### src/rtl/fetch_unit_pkg.sv
// fetch_unit_pkg: shared widths, constants, state enum and decode packet for the fetch front end
package fetch_unit_pkg;
   localparam int XLEN = 32;
   localparam int INSTR_BYTES = 4;
   localparam logic [XLEN-1:0] NOP = 32'h0000_0013;
   typedef enum logic {BOOT, RUN} fetch_state_e;
   typedef struct packed {
      logic [XLEN-1:0] pc;
      logic [XLEN-1:0] instr;
   } if_pkt_t;
   function automatic logic [XLEN-1:0] pc_next(input logic [XLEN-1:0] pc);
      return pc + XLEN'(INSTR_BYTES);
   endfunction
endpackage

### src/rtl/fetch_fifo.sv
// fetch_fifo: synchronous FIFO with flush, DEPTH a power of two, payload type T.
// Ports: clk, rst_n (async low); flush clears contents; push/wdata write;
// pop/rdata read head; empty; count = occupancy.
module fetch_fifo #(
   parameter int DEPTH = 2,
   parameter type T = logic [31:0]
) (
   input  logic                       clk,
   input  logic                       rst_n,
   input  logic                       flush,
   input  logic                       push,
   input  T                           wdata,
   input  logic                       pop,
   output T                           rdata,
   output logic                       empty,
   output logic [$clog2(DEPTH+1)-1:0] count
);
   localparam int AW = $clog2(DEPTH);
   localparam int CW = $clog2(DEPTH+1);
   T mem_q [DEPTH];
   T mem_d [DEPTH];
   logic [AW-1:0] wr_q, wr_d, rd_q, rd_d;
   logic [CW-1:0] cnt_q, cnt_d;
   logic do_push, do_pop;
   always_comb begin
      do_pop = pop && cnt_q != '0;
      do_push = push && (cnt_q != CW'(DEPTH) || do_pop);
      mem_d = mem_q;
      if (do_push) mem_d[wr_q] = wdata;
      wr_d = flush ? '0 : wr_q + AW'(do_push);
      rd_d = flush ? '0 : rd_q + AW'(do_pop);
      cnt_d = flush ? '0 : cnt_q + CW'(do_push) - CW'(do_pop);
   end
   always_ff @(posedge clk or negedge rst_n) begin
      if (!rst_n) begin
         wr_q <= '0;
         rd_q <= '0;
         cnt_q <= '0;
      end else begin
         wr_q <= wr_d;
         rd_q <= rd_d;
         cnt_q <= cnt_d;
      end
   end
   always_ff @(posedge clk) mem_q <= mem_d;
   assign rdata = mem_q[rd_q];
   assign empty = cnt_q == '0;
   assign count = cnt_q;
   a_no_overflow: assert property (@(posedge clk) disable iff (!rst_n)
      !(push && cnt_q == CW'(DEPTH) && !pop));
endmodule

### src/rtl/fetch_unit.sv
// fetch_unit: instruction-fetch front end; owns fetch PC, issues imem requests,
// handles redirects by dropping wrong-path responses, buffers responses for decode.
// Ports: clk, rst_n (async low); redirect_valid/redirect_pc from execute;
// imem_req_valid/ready/addr request channel; imem_rsp_valid/data response channel;
// if_valid/if_ready/if_pc/if_instr/if_pc_plus4 decode channel.
module fetch_unit import fetch_unit_pkg::*; #(
   parameter logic [XLEN-1:0] RESET_PC = 32'h0000_0000,
   parameter int DEPTH = 2
) (
   input  logic            clk,
   input  logic            rst_n,
   input  logic            redirect_valid,
   input  logic [XLEN-1:0] redirect_pc,
   output logic            imem_req_valid,
   input  logic            imem_req_ready,
   output logic [XLEN-1:0] imem_req_addr,
   input  logic            imem_rsp_valid,
   input  logic [XLEN-1:0] imem_rsp_data,
   output logic            if_valid,
   input  logic            if_ready,
   output logic [XLEN-1:0] if_pc,
   output logic [XLEN-1:0] if_instr,
   output logic [XLEN-1:0] if_pc_plus4
);
   localparam int CW = $clog2(DEPTH+1);
   fetch_state_e state_q, state_d;
   logic [XLEN-1:0] fetch_pc_q, fetch_pc_d, tag_pc;
   logic [CW-1:0] discard_q, discard_d, inflight, buf_count;
   logic redir, req_fire, buf_push, tag_empty, buf_empty;
   if_pkt_t head, rsp_pkt;
   always_comb begin
      state_d = (state_q == BOOT) ? RUN : state_q;
      redir = state_q == RUN && redirect_valid;
      imem_req_valid = state_q == RUN && !redirect_valid && int'(inflight) + int'(buf_count) < DEPTH;
      req_fire = imem_req_valid && imem_req_ready;
      // a redirect-cycle response is always wrong-path, as is anything still owed by discard
      buf_push = imem_rsp_valid && !redir && discard_q == '0;
      fetch_pc_d = redir ? redirect_pc & ~32'h3 : req_fire ? pc_next(fetch_pc_q) : fetch_pc_q;
      discard_d = redir ? inflight - CW'(imem_rsp_valid)
                : (imem_rsp_valid && discard_q != '0) ? discard_q - 1'b1 : discard_q;
      rsp_pkt = '{pc: tag_pc, instr: imem_rsp_data};
   end
   always_ff @(posedge clk or negedge rst_n) begin
      if (!rst_n) begin
         state_q <= BOOT;
         fetch_pc_q <= RESET_PC;
         discard_q <= '0;
      end else begin
         state_q <= state_d;
         fetch_pc_q <= fetch_pc_d;
         discard_q <= discard_d;
      end
   end
   // tag-queue occupancy is exactly the number of outstanding requests
   fetch_fifo #(.DEPTH(DEPTH), .T(logic [XLEN-1:0])) u_tag (
      .clk(clk), .rst_n(rst_n), .flush(1'b0), .push(req_fire), .wdata(fetch_pc_q),
      .pop(imem_rsp_valid), .rdata(tag_pc), .empty(tag_empty), .count(inflight)
   );
   fetch_fifo #(.DEPTH(DEPTH), .T(if_pkt_t)) u_buf (
      .clk(clk), .rst_n(rst_n), .flush(redir), .push(buf_push), .wdata(rsp_pkt),
      .pop(if_valid && if_ready), .rdata(head), .empty(buf_empty), .count(buf_count)
   );
   assign imem_req_addr = fetch_pc_q;
   assign if_valid = !buf_empty;
   assign if_pc = if_valid ? head.pc : '0;
   assign if_instr = if_valid ? head.instr : '0;
   assign if_pc_plus4 = if_valid ? pc_next(head.pc) : '0;
   a_credit: assert property (@(posedge clk) disable iff (!rst_n)
      int'(inflight) + int'(buf_count) <= DEPTH);
   a_rsp_has_tag: assert property (@(posedge clk) disable iff (!rst_n)
      !(imem_rsp_valid && tag_empty));
endmodule
### config.mk
export PLATFORM = sky130hd
export DESIGN_NAME = fetch_unit
export DESIGN_NICKNAME = d
export VERILOG_FILES = /design/src/rtl/fetch_unit_pkg.sv /design/src/rtl/fetch_fifo.sv /design/src/rtl/fetch_unit.sv
export SDC_FILE = /design/constraint.sdc
export NUM_CORES = 1
export LEC_CHECK = 0
export CORE_AREA = 5 5 147 149
export CTS_CLUSTER_SIZE = 12
export DETAILED_ROUTE_END_ITERATION = 8
export DIE_AREA = 0 0 152 154
export PLACE_DENSITY_LB_ADDON = 0.25
export SLEW_MARGIN = 20
export SYNTH_ARGS = -nofsm -noshare
export SYNTH_HDL_FRONTEND = slang
export SYNTH_SLANG_ARGS = --single-unit
export TNS_END_PERCENT = 1
### constraint.sdc
create_clock -name clk -period 4.2 [get_ports clk]
set_input_delay 0.84 -clock clk [delete_from_list [all_inputs] [get_ports clk]]
set_output_delay 0.84 -clock clk [all_outputs]
set_load 0.005 [all_outputs]
Word-level counts from Yosys, hierarchy flattened
Cells that the tools add are included.
{"block": "classes", "eq_ne": 2, "n_mux": 22, "bitwise_logic": 4, "magnitude_cmp": 7, "n_addsub": 13, "reduce_logical": 26}
{"operator": "$mux 32", "count": 9}
{"operator": "$mux 64", "count": 4}
{"operator": "$bwmux 128", "count": 1}
{"operator": "$add 32x3->32 const B", "count": 2}
{"operator": "$bwmux 64", "count": 1}
{"operator": "$demux 64 s1", "count": 1}
{"operator": "$demux 32 s1", "count": 1}
{"operator": "$logic_and 1x1->1", "count": 14}
{"operator": "$reduce_bool 2->1", "count": 5}
{"operator": "$ge 2x2->1 const B", "count": 4}
{"operator": "$not 1->2", "count": 4}
{"operator": "$mux 2", "count": 3}
{"operator": "$sub 2x1->2", "count": 3}
{"operator": "$add 1x1->1", "count": 4}
{"operator": "$add 2x1->2", "count": 2}
{"operator": "$logic_not 2->1", "count": 2}
{"operator": "$lt 2x1->1 const B", "count": 2}
{"operator": "$ne 2x2->1 const B", "count": 2}
{"operator": "$add 2x2->3", "count": 1}
{"operator": "$logic_not 1->1", "count": 3}
{"operator": "$lt 3x2->1 const B", "count": 1}
{"operator": "$logic_or 1x1->1", "count": 2}
{"operator": "$mux 1", "count": 2}
{"operator": "$sub 2x1->2 const B", "count": 1}
{"block": "totals", "reg_bits": 235}

Longest topological paths before layout
{"block": "depth", "word_depth": 9, "ltp_mapped": 11, "mapped_depth_nobuf": 10}

By module
Synthesis repeated with hierarchy kept, for this count alone.
{"block": "hier_totals", "hier_cells": 766, "area_unflattened_um2": 10592.7}
{"mod": "fetch_fifo (u_buf)", "area_per_inst_um2": 4873.4, "cells_each": 221, "seq_area_each_um2": 3943.8, "instances": 1}
{"mod": "fetch_unit", "area_per_inst_um2": 3134.3, "cells_each": 423, "seq_area_each_um2": 825.8, "instances": 1}
{"mod": "fetch_fifo (u_tag)", "area_per_inst_um2": 2585.0, "cells_each": 122, "seq_area_each_um2": 2021.9, "instances": 1}

Worst setup path after synthesis
Ideal clock, no wire load.
{"block": "synth_timing", "path_kind": "input to register", "startpoint": "in redirect_valid", "endpoint": "reg u_buf.mem_q[0] (netlist bit) (enable)", "setup_ns": 0.427, "n_path_buf": 1, "setup_slack_ns": 0.597, "stages": 5, "arrival_ns": 3.176, "required_time_ns": 3.773, "path_cell_list": "nand2_1 -> clkbuf_1 -> nand3_1 -> a21oi_1 -> ha_1"}
{"block": "synth_between", "elab_chain_len": 5}
{"element": "from (decl)", "line_no": "fetch_unit.sv:12", "rtl": "input logic redirect_valid,"}
{"element": "$logic_and 1x1->1", "line_no": "fetch_unit.sv:33", "rtl": "redir = state_q == RUN && redirect_valid;"}
{"element": "$logic_not 1->1", "line_no": "fetch_unit.sv:37", "rtl": "buf_push = imem_rsp_valid && !redir && discard_q == '0;"}
{"element": "$logic_and 1x1->1 (2 in series)", "line_no": "fetch_unit.sv:37"}
{"element": "$logic_and 1x1->1", "line_no": "fetch_fifo.sv:27", "rtl": "do_push = push && (cnt_q != CW'(DEPTH) || do_pop);"}
{"element": "to (signal assigned)", "line_no": "fetch_fifo.sv:45", "rtl": "always_ff @(posedge clk) mem_q <= mem_d;"}
{"element": "to (decl)", "line_no": "fetch_fifo.sv:20", "rtl": "T mem_q [DEPTH];"}
No other way between the ends.
A chain may end at the register's enable or synchronous reset.

Final worst setup path
{"block": "layout_timing", "startpoint": "reg u_buf.rd_q", "endpoint": "out if_pc_plus4[27]"}
{"block": "layout_between", "elab_chain_len": 6}
{"element": "from (decl)", "line_no": "fetch_fifo.sv:22", "rtl": "logic [AW-1:0] wr_q, wr_d, rd_q, rd_d;"}
{"element": "from (signal assigned)", "line_no": "fetch_fifo.sv:41", "rtl": "rd_q <= rd_d;"}
{"element": "$not 1->2 (not written as such)", "line_no": "fetch_fifo.sv:46", "rtl": "assign rdata = mem_q[rd_q];"}
{"element": "$mux 64 (not written as such) (3 in series)", "line_no": "fetch_fifo.sv:46"}
{"element": "$add 32x3->32", "line_no": "fetch_unit_pkg.sv:12", "rtl": "return pc + XLEN'(INSTR_BYTES);"}
{"element": "$mux 32", "line_no": "fetch_unit.sv:67", "rtl": "assign if_pc_plus4 = if_valid ? pc_next(head.pc) : '0;"}
{"element": "to (decl)", "line_no": "fetch_unit.sv:23", "rtl": "output logic [XLEN-1:0] if_pc_plus4"}
No other way between the ends. The select of a mux whose other input is x is not followed.

==> reports/results.tsv <==
metric	value	unit
status	completed	
hpwl	16100	um
yosys.area_share.adder	1.65	%
fin_crit_sh	96.6	%
endpoint_kind	output pin	
crit_buf_inv	3	
finalSetupTns	0	ns
antenna_cells	0	
cts_inserted_buffers	24	
critPathTopFamily	buffers and inverters	
first_pass_iters	6	
synth_flop_cell	edfxtp_1	
antenna_found_initial	0	
synth_largest_area_cell	edfxtp_1	
ys_types	65	
holdCritPathClass	in -> async	
numPortBuffers	191	
relSlewSlack	37.4	%
maxCapViolCount	0	
worst_path_max_delay_cell	dfrtp_4	
die_area	23400	sq um
syn_inst	796	
area_delta_synth_final	30.0	%
final_common_cell	clkdlybuf4s50_1	
clk_pin_slew	0.06	ns
wire_per_inst	18.1	um
slew_violations	0	
finalWeightedCongestion	0.817	
die_w	152	um
num_rows	52	
place_area	12500	sq um
synth_seq_area_share	63.6	%
r2r_setup_slack	1.20	ns
design_area	13400	sq um
finalHoldViolCount	0	
dp_slack	0.452	ns
cts.sinks	225	
synthArstFlopShare	18.2	%
worstPathCellList	buf_4 > buf_6 > nand3_1 > a22oi_4 > nand4_4 > a2111oi_2 > mux2_1 > clkdlybuf4s50_1	
routed-via-count	7077	
cts_hold_buf	0	
grt_overflow	0	
synth.area.top_cells	edfxtp_1, dfrtp_1, mux2i_1, mux2_2, nor2_1	
pin_count	200	
slowest_delay	0.49	ns
tritoncts	yes	
yosys.area_share.simple	12.5	%
synthXorXnorAreaFrac	2.47	%
layout.nets	1083	
worst_ep_required_time	3.36	ns
worst_pin_slew	0.940	ns
ant_nets	0	
ys_warn_count	0	
via_per_inst	5.49	
h-tree-depth	1	
final.setup.worst_slack	0.141	ns
synth_mux_area_share	9.57	%
max_freq	0.246	GHz
fin_worst_skew	0.00653	ns
synth_top_family_by_area	simple AND/OR/NAND/NOR gates	
synth-compound-area-share	7.26	%
start_util	51.4	%
ys_ff_latch	225	
chipHeight	154	um
arrival	3.22	ns
core_area	20000	sq um
syn_area_per_cell	12.9	sq um
path_class	reg -> out	
crit_fanout	15	
grt_max_degree	78	
first_iter_violations	500	
layout-drive-gt1-share	9.82	%
fin_crit	4.06	ns
drcViolationCount	0	
rsz0062_at_grt	true	
layout_common_cells	clkdlybuf4s50_1, edfxtp_1, nor2_1	
cts-root-buf	clkbuf_16	
grt_pass1_vias	6958	
p_per_area	597	nW/um^2
grt_pass1_wl	37400	um
setup_viol	0	
clk_latency	0.50	ns
cts_max_path_buffers	3	
p_leak	4.70	nW
peakVddDrop	0.326	mV
grt_use_total	19.4	%
rr_worst_depth	9	
synthesis.area	10300	sq um
startpoint_type	flip-flop	
yosys.area.top_type_share	53.7	%
cp.depth	8	
wl	23400	um
synth_edf_count	184	
-- through the flow --
step | hold slack, ns | power [mW] | cells | utilization [%]
floorplan | 0.505 | 4.52 | 801 | -
global placement | 0.458 | 5.93 | 1237 | 62.5
detailed placement | 0.467 | 5.99 | 1237 | 62.5
CTS | 0.475 | 8.07 | 1285 | 66.6
global route | 0.190 | 8.45 | 1288 | 66.8
finish | 0.207 | 7.99 | 1288 | 66.8
-- repair_timing --
item | CTS | global route
endpoints found under the setup margin | 3 | 4
pin swaps | 0 | 3
resized for setup | 1 | 0
cloned | 0 | 0
setup buffers | 4 | 2
-- cell usage after synthesis, drive strengths merged (19+ instances only) --
library cell and instances:
buf 22, clkbuf 19, dfrtp 41, edfxtp 184, inv 22, mux2 35
mux2i 59, nand2 56, nand3 27, nand4 23, nor2 97, o21ai 33
xnor2 21
-- area by class of cell --
cell class	instances	area, sq um
clock buffers	40	754
clock inverters	4	20.0
fillers	1498	6660
inverters	22	82.6
multi-input cells	513	3480
flip-flops and latches	225	6560
well taps	270	338
repair buffers	214	2150
-- sequential cells by signal (all words and copies together) (netlist names) --
signal and count:
discard_q 2, u_tag.count 2, u_buf.mem_q 124, u_tag.wr_q 1, u_tag.rd_q 1, u_buf.count 2, imem_req_addr 30, state_q 1
u_buf.wr_q 1, u_buf.rd_q 1, u_tag.mem_q 60
-- layer usage --
| metal | GRT usage [%] | share of wire [%] | up-vias |
|---|---|---|---|
| met5 | 0 | 0 | - |
| met4 | 4.49 | 1.4 | 0 |
| li1 | - | - | 3396 |
| met3 | 3.79 | 7.5 | 28 |
| met1 | 28.3 | 46 | 3339 |
| met2 | 30.2 | 45 | 314 |
-- kinds of logic (layout without fill, tap and decap cells) --
group	count (synthesis)	after routing
compound gates	108	108
xor+xnor	29	29
fa+ha+maj	13	13
buf+inv	63	280
flops	225	225
mux	94	94
other cells	2	7
simple gates	262	262
-- report_power, final --
part / switching (mW) / internal [mW]
Combinational: 1.41 / 1.55
Clock: 0.790 / 1.22
Sequential: 0.228 / 2.79
-- worst paths after layout --
check	start	end
max	u_buf.rd_q	if_pc_plus4[27]
min reg2reg	u_tag.rd_q	u_tag.rd_q
max reg2reg	u_buf.count[0]	u_tag.mem_q[37]
min	rst_n	state_q
min in group clk	u_tag.rd_q	u_tag.rd_q
max in group asynchronous	rst_n	u_buf.rd_q
-- worst reg2reg max path, delay by kind of cell, from the launching register on --
kind | cells | cell delay (ns)
AO/OA/AOI/OAI | 1 | 0.29
adder cells (fa/ha/maj) | 2 | 0.72
buffers and inverters | 3 | 0.45
flip-flops | 1 | 0.41
AND/OR/NAND/NOR | 3 | 0.81
Power figures use the tool's default switching activity.
